`src/rtl/cipher_port_arbiter.sv`:
```
// rtl/cipher_port_arbiter.sv - two-requester round-robin arbiter for the RC4 cipher Avalon-MM slave port
// Optional hold-grant lock enabled by defining CIPHER_ARB_LOCK_EN.
module cipher_port_arbiter #(
  parameter int ADDR_W   = 12,
  parameter int DATA_W   = 32,
  parameter int READ_LAT = 1
) (
  input  logic              Clk,
  input  logic              Reset_n,
  input  logic [ADDR_W-1:0] A_Addr,
  input  logic              A_Read,
  input  logic              A_Writ,
  input  logic [DATA_W-1:0] A_DataWr,
  input  logic              A_Lock,
  output logic              A_WaitReq,
  output logic [DATA_W-1:0] A_DataRd,
  output logic              A_RdValid,
  input  logic [ADDR_W-1:0] B_Addr,
  input  logic              B_Read,
  input  logic              B_Writ,
  input  logic [DATA_W-1:0] B_DataWr,
  input  logic              B_Lock,
  output logic              B_WaitReq,
  output logic [DATA_W-1:0] B_DataRd,
  output logic              B_RdValid,
  output logic [ADDR_W-1:0] Cpu_Addr,
  output logic              Cpu_Sel,
  output logic              Cpu_Read,
  output logic              Cpu_Writ,
  output logic [DATA_W-1:0] Cpu_DataWr,
  input  logic [DATA_W-1:0] Cpu_DataRd,
  output logic              Arb_Err
);

  logic req_a, req_b, contended;
  logic ptr_b, ptr_b_next;  // priority pointer: 0 = A holds it, 1 = B
  logic prio;               // effective priority used for this cycle's grant
  logic grant_a, grant_b, accept;
  logic win_read, win_writ;
  logic cpu_id;             // requester of the command currently on Cpu_*
  logic [READ_LAT-1:0] tag_v, tag_id;

  assign req_a     = A_Read | A_Writ;
  assign req_b     = B_Read | B_Writ;
  assign contended = req_a & req_b;

`ifdef CIPHER_ARB_LOCK_EN
  // A locked holder defers the pointer move it would have made; the deferred
  // move is paid back the cycle the holder drops Lock.
  logic owed, owed_next, holder_lock;

  assign holder_lock = ptr_b ? B_Lock : A_Lock;
  assign prio        = ptr_b ^ (owed & ~holder_lock);

  always_comb begin
    ptr_b_next = ptr_b;
    owed_next  = owed;
    if (!holder_lock) begin
      ptr_b_next = contended ? ~prio : prio;
      owed_next  = 1'b0;
    end else if (contended) begin
      owed_next  = 1'b1;
    end
  end

  always_ff @(posedge Clk or negedge Reset_n) begin
    if (!Reset_n) owed <= 1'b0;
    else          owed <= owed_next;
  end
`else
  logic unused_lock;
  assign unused_lock = A_Lock ^ B_Lock;
  assign prio        = ptr_b;
  assign ptr_b_next  = contended ? ~ptr_b : ptr_b;
`endif

  assign grant_a = Reset_n & req_a & (~req_b | ~prio);
  assign grant_b = Reset_n & req_b & (~req_a | prio);
  assign accept  = grant_a | grant_b;

  assign A_WaitReq = ~grant_a;
  assign B_WaitReq = ~grant_b;

  assign win_read = grant_b ? B_Read : A_Read;
  assign win_writ = grant_b ? B_Writ : A_Writ;

  always_ff @(posedge Clk or negedge Reset_n) begin
    if (!Reset_n) begin
      ptr_b      <= 1'b0;
      Cpu_Sel    <= 1'b0;
      Cpu_Read   <= 1'b0;
      Cpu_Writ   <= 1'b0;
      Cpu_Addr   <= '0;
      Cpu_DataWr <= '0;
      cpu_id     <= 1'b0;
      Arb_Err    <= 1'b0;
    end else begin
      ptr_b    <= ptr_b_next;
      Cpu_Sel  <= accept;
      // Read+Writ together degrades to a plain write.
      Cpu_Read <= accept & win_read & ~win_writ;
      Cpu_Writ <= accept & win_writ;
      if (accept) begin
        Cpu_Addr   <= grant_b ? B_Addr : A_Addr;
        Cpu_DataWr <= grant_b ? B_DataWr : A_DataWr;
        cpu_id     <= grant_b;
      end
      if ((A_Read & A_Writ) | (B_Read & B_Writ)) Arb_Err <= 1'b1;
    end
  end

  // Tag pipeline: stage READ_LAT-1 lines up with Cpu_DataRd for that read.
  always_ff @(posedge Clk or negedge Reset_n) begin
    if (!Reset_n) begin
      tag_v  <= '0;
      tag_id <= '0;
    end else begin
      tag_v[0]  <= Cpu_Read;
      tag_id[0] <= cpu_id;
      for (int i = 1; i < READ_LAT; i++) begin
        tag_v[i]  <= tag_v[i-1];
        tag_id[i] <= tag_id[i-1];
      end
    end
  end

  assign A_RdValid = tag_v[READ_LAT-1] & ~tag_id[READ_LAT-1];
  assign B_RdValid = tag_v[READ_LAT-1] &  tag_id[READ_LAT-1];
  assign A_DataRd  = Cpu_DataRd;
  assign B_DataRd  = Cpu_DataRd;

endmodule
```
`config.mk`:
```
export PLATFORM = sky130hd
export DESIGN_NAME = cipher_port_arbiter
export DESIGN_NICKNAME = d
export VERILOG_FILES = /design/src/rtl/cipher_port_arbiter.sv
export SDC_FILE = /design/constraint.sdc
export NUM_CORES = 1
export LEC_CHECK = 0
export ABC_AREA = 1
export BUFFER_PORTS_ARGS = -buffer_cell sky130_fd_sc_hd__buf_2
export CORE_ASPECT_RATIO = 1.25
export CORE_MARGIN = 10
export CORE_UTILIZATION = 42
export CTS_CLUSTER_DIAMETER = 100
export CTS_CLUSTER_SIZE = 20
export DETAILED_ROUTE_END_ITERATION = 7
export GPL_TIMING_DRIVEN = 0
export PLACE_DENSITY = 0.81
export SKIP_CTS_REPAIR_TIMING = 1
export SKIP_LAST_GASP = 1
export SYNTH_ARGS = -nofsm -noshare
export SYNTH_HDL_FRONTEND = slang
export SYNTH_SLANG_ARGS = --single-unit
```
`constraint.sdc`:
```
create_clock -name Clk -period 1.5 [get_ports Clk]
set_input_delay 0.075 -clock Clk [delete_from_list [all_inputs] [get_ports Clk]]
set_output_delay 0.075 -clock Clk [all_outputs]
set_load 0.005 [all_outputs]
```
==> results of run 1 <==
state kept, by name (all words and copies together), names as in the netlist:
name        cells
Cpu_DataWr     32
Cpu_Addr       12
Cpu_Read        1
tag_v           1
tag_id          1
Arb_Err         1
cpu_id          1
Cpu_Sel         1
Cpu_Writ        1
prio            1
logic make-up after synthesis:
kind of cell | synth area share, %
AO/OA/AOI/OAI | 1.02
flip-flops | 36.7
XOR/XNOR | 0.247
AND/OR/NAND/NOR | 34.0
buffers and inverters | 28.1
how the worst min path moves through the flow:
stage / end / slack [ns] / depth (start not counted)
2_1_floorplan: Arb_Err / -0.22 / 0
3_3_place_gp: A_DataRd[3] / 0.32 / 2
3_5_place_dp: B_DataRd[13] / 0.32 / 2
4_1_cts: Arb_Err / 0.01 / 3
5_1_grt: Cpu_DataWr[4] / -0.32 / 1
6_report: Cpu_DataWr[4] / -0.34 / 1
metrics by stage:
step	TNS [ns]	setup WS, ns	instance area (um2)
final	-0.0171	-0.0171	4890
after global routing	-0.937	-0.108	4890
after CTS	-26.31	-0.776	4840
after detailed placement	-42.65	-1.02	4710
after global placement	-40.47	-0.965	4710
after floorplan	0	0.230	3550
per-layer routing:
layer / part of all wire [%] / up-vias / track usage, %
met5: 0 / - / 0
li1: - / 1874 / -
met1: 34 / 1700 / 18.4
met3: 13 / 12 / 9.05
met2: 51 / 179 / 35.1
met4: 1.5 / 0 / 5.92
worst max-delay path, cell delays in order, from the launching register on:
cell and delay (ns):
dfrtp_1 0.41, inv_2 0.11, o21ai_4 0.10, nand2_2 0.09, buf_6 0.14, buf_6 0.15
buf_2 0.12
power breakdown:
part / internal [mW] / switching (mW) / leakage (nW)
Sequential: 1.71 / 0.166 / 0.602
Combinational: 0.867 / 1.08 / 2.46
Clock: 0.589 / 0.467 / 0.0645
Total: 3.17 / 1.71 / 3.13
cell usage in the layout (no fill, tap or decap), drive strengths merged:
cell | netlist | final
o21ai | 3 | 4
inv | 94 | 94
dfrtp | 52 | 52
nand3 | 60 | 60
bufinv | 0 | 1
nand2 | 113 | 113
clkbuf | 6 | 13
a21oi | 2 | 2
nor2 | 64 | 64
xor2 | 1 | 1
nand3b | 29 | 29
buf | 84 | 294
layout make-up:
| class | instances | area (um2) | share of cell area [%] |
|---|---|---|---|
| Clock inverter | 1 | 30.0 | 0.615 |
| Tap cell | 97 | 121 | 2.48 |
| Multi-Input combinational cell | 273 | 1260 | 25.8 |
| Clock buffer | 7 | 96.3 | 1.97 |
| Timing Repair Buffer | 210 | 1060 | 21.8 |
| Inverter | 94 | 353 | 7.22 |
| Sequential cell | 52 | 1300 | 26.6 |
| Buffer | 90 | 659 | 13.5 |
==> impl_metrics.csv, run 1 <==
group,metric,value,unit
critical_path,r2r_end,"Cpu_Addr[9]",
power_and_ir_drop,powerDensity,998,nW/um2
route,drc_errors,0,
sta,fin_ws,-0.0171,ns
placement,placedCellCount,814,
finish,drive_above_1_share,43.3,%
synth,ys_top_cells_by_count,"112 x nand2_1, 93 x inv_1, 70 x buf_4",
cts,h-tree-depth,2,
sta,min_period_over_period,101,%
die,start_util,43.0,%
critical_path,crit_arrival,1.44,ns
finish,nFillCells,790,
placement,gp_congestion,0.781,
route,vias_per_cell,4.57,
die,num_io_pins,244,
sta,final_max_slew_viol_count,0,
synth,yosys.area.top_type,"dfrtp_1",
finish,post-route-util,59.3,%
synth,synth_seq_cells,52,
critical_path,crit_fanout,10,
critical_path,setup.worst_path.end_class,"primary output",
cts,cts_tree,"built",
critical_path,r2r_cells,8,
grt,antenna_found_initial,0,
die,num_rows,37,
cts,clk_latency,0.31,ns
grt,grtUsageTotal,19.1,%
route,first_iter_violations,119,
critical_path,start_kind,"flip-flop",
placement,dp_hpwl,10200,um
sta,period_needed,1.52,ns
sta,worst_pin_slew,0.473,ns
finish,antenna_cells,0,
synth,synth_edf_count,0,
placement,portBuffers,209,
route,vias,3765,
grt,grt_overflow,0,
synth,yosys-top-cells-area,"dfrtp_1 37%, buf_4 15%, nand2_1 12%",
cts,cts-root-buf,"clkbuf_8",
route,ant_nets,0,
synth,yosysMostFrequentCell,"nand2_1",
grt,grt_pass1_wl,19300,um
critical_path,r2r_setup_slack,0.06,ns
critical_path,cp-startpoint,"prio",
hold_path,min_path_type,"input pin to async pin",
critical_path,reg2reg_from,"prio",
synth,async_flop_share,100,%
synth,synth_ff_type,"dfrtp_1",
route,first_pass_iters,4,
grt,grt_max_degree,55,
synth,netlist-cell-type-count,18,
finish,finalNetCount,854,
synth,syn_nets,636,
sta,finalHoldViolations,52,
outcome,violations,"negative hold slack, negative setup slack",
cts,cts.sinks,52,
grt,grt_pass1_vias,4044,
synth,syn_area,3550,um2
synth,synth_seq_area_share,36.7,%
critical_path,path_class,"flip-flop to primary output",
sta,timing.hold.ws,-0.339,ns
sta,setup_violations,1,
critical_path,critPathCapture,"B_WaitReq",
critical_path,worst_ep_required_time,1.42,ns
outcome,outcome,"finished with violations",
synth,ys_warn_count,0,
cts,cts_made_buffers,5,
synth,postSynthCellCount,508,
finish,layout.cells.non_filler,824,
power_and_ir_drop,finalPower,4.88,mW
cts,cts_buffer_depth,2,
sta,rsz0062_at_grt,"true",
job,maxCapViolations,0,
power_and_ir_drop,peakVddDrop,0.523,mV
power_and_ir_drop,p_leak,3.13,nW
die,die_area,12500,um2
die,core_area,8240,um2
route,wl_per_cell,15.4,um
synth,synth_top_area_share,36.7,%
finish,area_delta_synth_final,37.7,%
cts,path_clk_slew,0.10,ns
die,die_y,123,um
sta,fin_skew,0.00375,ns
sta,fmax,659,MHz
synth,syn_avg_cell_area,6.98,um2
die,die_w,102,um
sta,max_slew_margin,68.5,%
route,wirelength,12700,um
Note: power is estimated with default switching activity, not from simulation.
==> run 2: changes to the inputs <==
--- a/config.mk
+++ b/config.mk
@@ -6,15 +6,15 @@
 export NUM_CORES = 1
 export LEC_CHECK = 0
 export ABC_AREA = 1
-export BUFFER_PORTS_ARGS = -buffer_cell sky130_fd_sc_hd__buf_2
 export CORE_ASPECT_RATIO = 1.25
 export CORE_MARGIN = 10
-export CORE_UTILIZATION = 42
+export CORE_UTILIZATION = 50
 export CTS_CLUSTER_DIAMETER = 100
 export CTS_CLUSTER_SIZE = 20
 export DETAILED_ROUTE_END_ITERATION = 7
+export DONT_BUFFER_PORTS = 1
 export GPL_TIMING_DRIVEN = 0
-export PLACE_DENSITY = 0.81
+export RECOVER_POWER = 100
 export SKIP_CTS_REPAIR_TIMING = 1
 export SKIP_LAST_GASP = 1
 export SYNTH_ARGS = -nofsm -noshare
==> impl_metrics.csv, run 2 (same netlist as run 1, synthesis figures left out) <==
group,metric,value,unit
grt,grt_pass1_wl,15700,um
finish,drive_above_1_share,15.8,%
sta,final_max_slew_viol_count,0,
sta,max_slew_margin,51.0,%
grt,grt_max_degree,55,
cts,cts-root-buf,"clkbuf_8",
cts,path_clk_slew,0.10,ns
die,start_util,51.2,%
cts,clk_latency,0.31,ns
critical_path,r2r_setup_slack,0.07,ns
power_and_ir_drop,p_int,2.63,mW
outcome,violations,"negative hold slack",
critical_path,worst_ep_required_time,1.42,ns
placement,portBuffers,0,
power_and_ir_drop,switching_share,37.1,%
route,wirelength,10800,um
power_and_ir_drop,clockPowerShare,20.5,%
outcome,outcome,"finished with violations",
critical_path,path_class,"flip-flop to primary output",
die,num_rows,34,
finish,finalNetCount,670,
critical_path,critPathCapture,"B_WaitReq",
placement,gp_congestion,0.778,
die,die_y,114,um
grt,grtUsageTotal,18.2,%
finish,top_register,"Cpu_DataWr",
power_and_ir_drop,p_leak,2.33,nW
route,wl_per_cell,17.0,um
power_and_ir_drop,power_frac_seq,47.4,%
route,first_iter_violations,172,
die,core_area,6930,um2
critical_path,setup.worst_path.end_class,"primary output",
sta,setup_violations,0,
finish,largest_reg_flops,32,
finish,mostFrequentLayoutCells,"111 x nand2_1, 93 x inv_1, 60 x nor2_1, 60 x nand3_1",
route,drc_errors,0,
power_and_ir_drop,comb_power_share,32.1,%
route,vias_per_cell,4.74,
cts,cts_buffer_depth,2,
sta,finalHoldViolations,20,
die,die_area,10900,um2
grt,grt_overflow,0,
hold_path,min_path_type,"input pin to flip-flop",
route,ant_nets,0,
power_and_ir_drop,powerDensity,1050,nW/um2
cts,cts.sinks,52,
job,maxCapViolations,0,
critical_path,cp-startpoint,"prio",
cts,h-tree-depth,2,
cts,cts_tree,"built",
critical_path,crit_arrival,1.41,ns
placement,placedCellCount,598,
critical_path,reg2reg_from,"prio",
power_and_ir_drop,finalPower,4.18,mW
sta,period_needed,1.48,ns
finish,area_delta_synth_final,12.6,%
power_and_ir_drop,switchingPower,1.55,mW
die,num_io_pins,244,
finish,top_regs,"Cpu_DataWr (32), Cpu_Addr (12)",
sta,timing.hold.ws,-0.0364,ns
critical_path,r2r_end,"Cpu_DataWr[23]",
critical_path,r2r_cells,6,
grt,antenna_found_initial,2,
sta,min_period_over_period,99.0,%
cts,cts_made_buffers,5,
finish,final_common_cell,"nand2_1",
critical_path,start_kind,"flip-flop",
grt,grt_pass1_vias,2957,
placement,dp_hpwl,8310,um
route,vias,3012,
sta,fin_skew,0.0125,ns
sta,fin_ws,0.0155,ns
placement,place_ws,-0.0576,ns
finish,layout.cells.non_filler,635,
power_and_ir_drop,peakVddDrop,0.528,mV
sta,rsz0062_at_grt,"true",
sta,worst_pin_slew,0.735,ns
route,first_pass_iters,4,
critical_path,crit_fanout,10,
die,die_w,95.3,um
sta,fmax,674,MHz
finish,post-route-util,57.6,%
[run 2: worst min path at each step]
stage	start	to	depth (start not counted)
floorplan	Reset_n	Arb_Err	0
finish	A_DataWr[16]	Cpu_DataWr[16]	4
detailed placement	Reset_n	Cpu_Addr[0]	0
global route	A_DataWr[22]	Cpu_DataWr[22]	4
CTS	Reset_n	Cpu_Addr[0]	0
global placement	Reset_n	Cpu_Addr[0]	0
[run 2: per-layer routing]
metal | track usage, % | routed length (um) | vias to the layer above
li1 | - | - | 1510
met1 | 18.9 | 3850 | 1349
met2 | 31.4 | 5480 | 146
met4 | 4.70 | 95 | 0
met5 | 0 | 0 | -
met3 | 9.45 | 1390 | 7
[run 2: power groups by stage]
stage | clock network, mW | logic, mW | registers [mW]
floorplan | 0 | 1.02 | 1.92
global placement | 0 | 1.24 | 2.03
detailed placement | 0 | 1.27 | 2.02
CTS | 0.876 | 1.27 | 2.00
global route | 0.947 | 1.53 | 2.03
finish | 0.858 | 1.34 | 1.98
[run 2: area by class of cell]
| type | count | area, um2 |
|---|---|---|
| Multi-Input combinational cell | 272 | 1250 |
| Antenna cell | 2 | 5.00 |
| Clock buffer | 8 | 90.1 |
| Tap cell | 90 | 113 |
| Fill cell | 673 | 2940 |
| Timing Repair Buffer | 27 | 268 |
| Buffer | 90 | 612 |
| Sequential cell | 52 | 1300 |
| Inverter | 94 | 353 |
[run 2: per-stage QoR]
| step | instance area [um2] | setup TNS [ns] | hold WS (ns) |
|---|---|---|---|
| floorplan | 3550 | 0 | -0.221 |
| global placement | 3660 | -0.163 | -0.219 |
| detailed placement | 3660 | -1.01 | -0.219 |
| CTS | 3750 | -2.17 | -0.561 |
| global route | 3990 | -0.138 | 0.000789 |
| finish | 3990 | 0 | -0.0364 |
[run 2: critical path: stages, from the launching register on]
cell	delay, ns
dfrtp_1	0.41
inv_1	0.11
o21ai_4	0.12
nand2_2	0.11
buf_6	0.15
buf_4	0.19
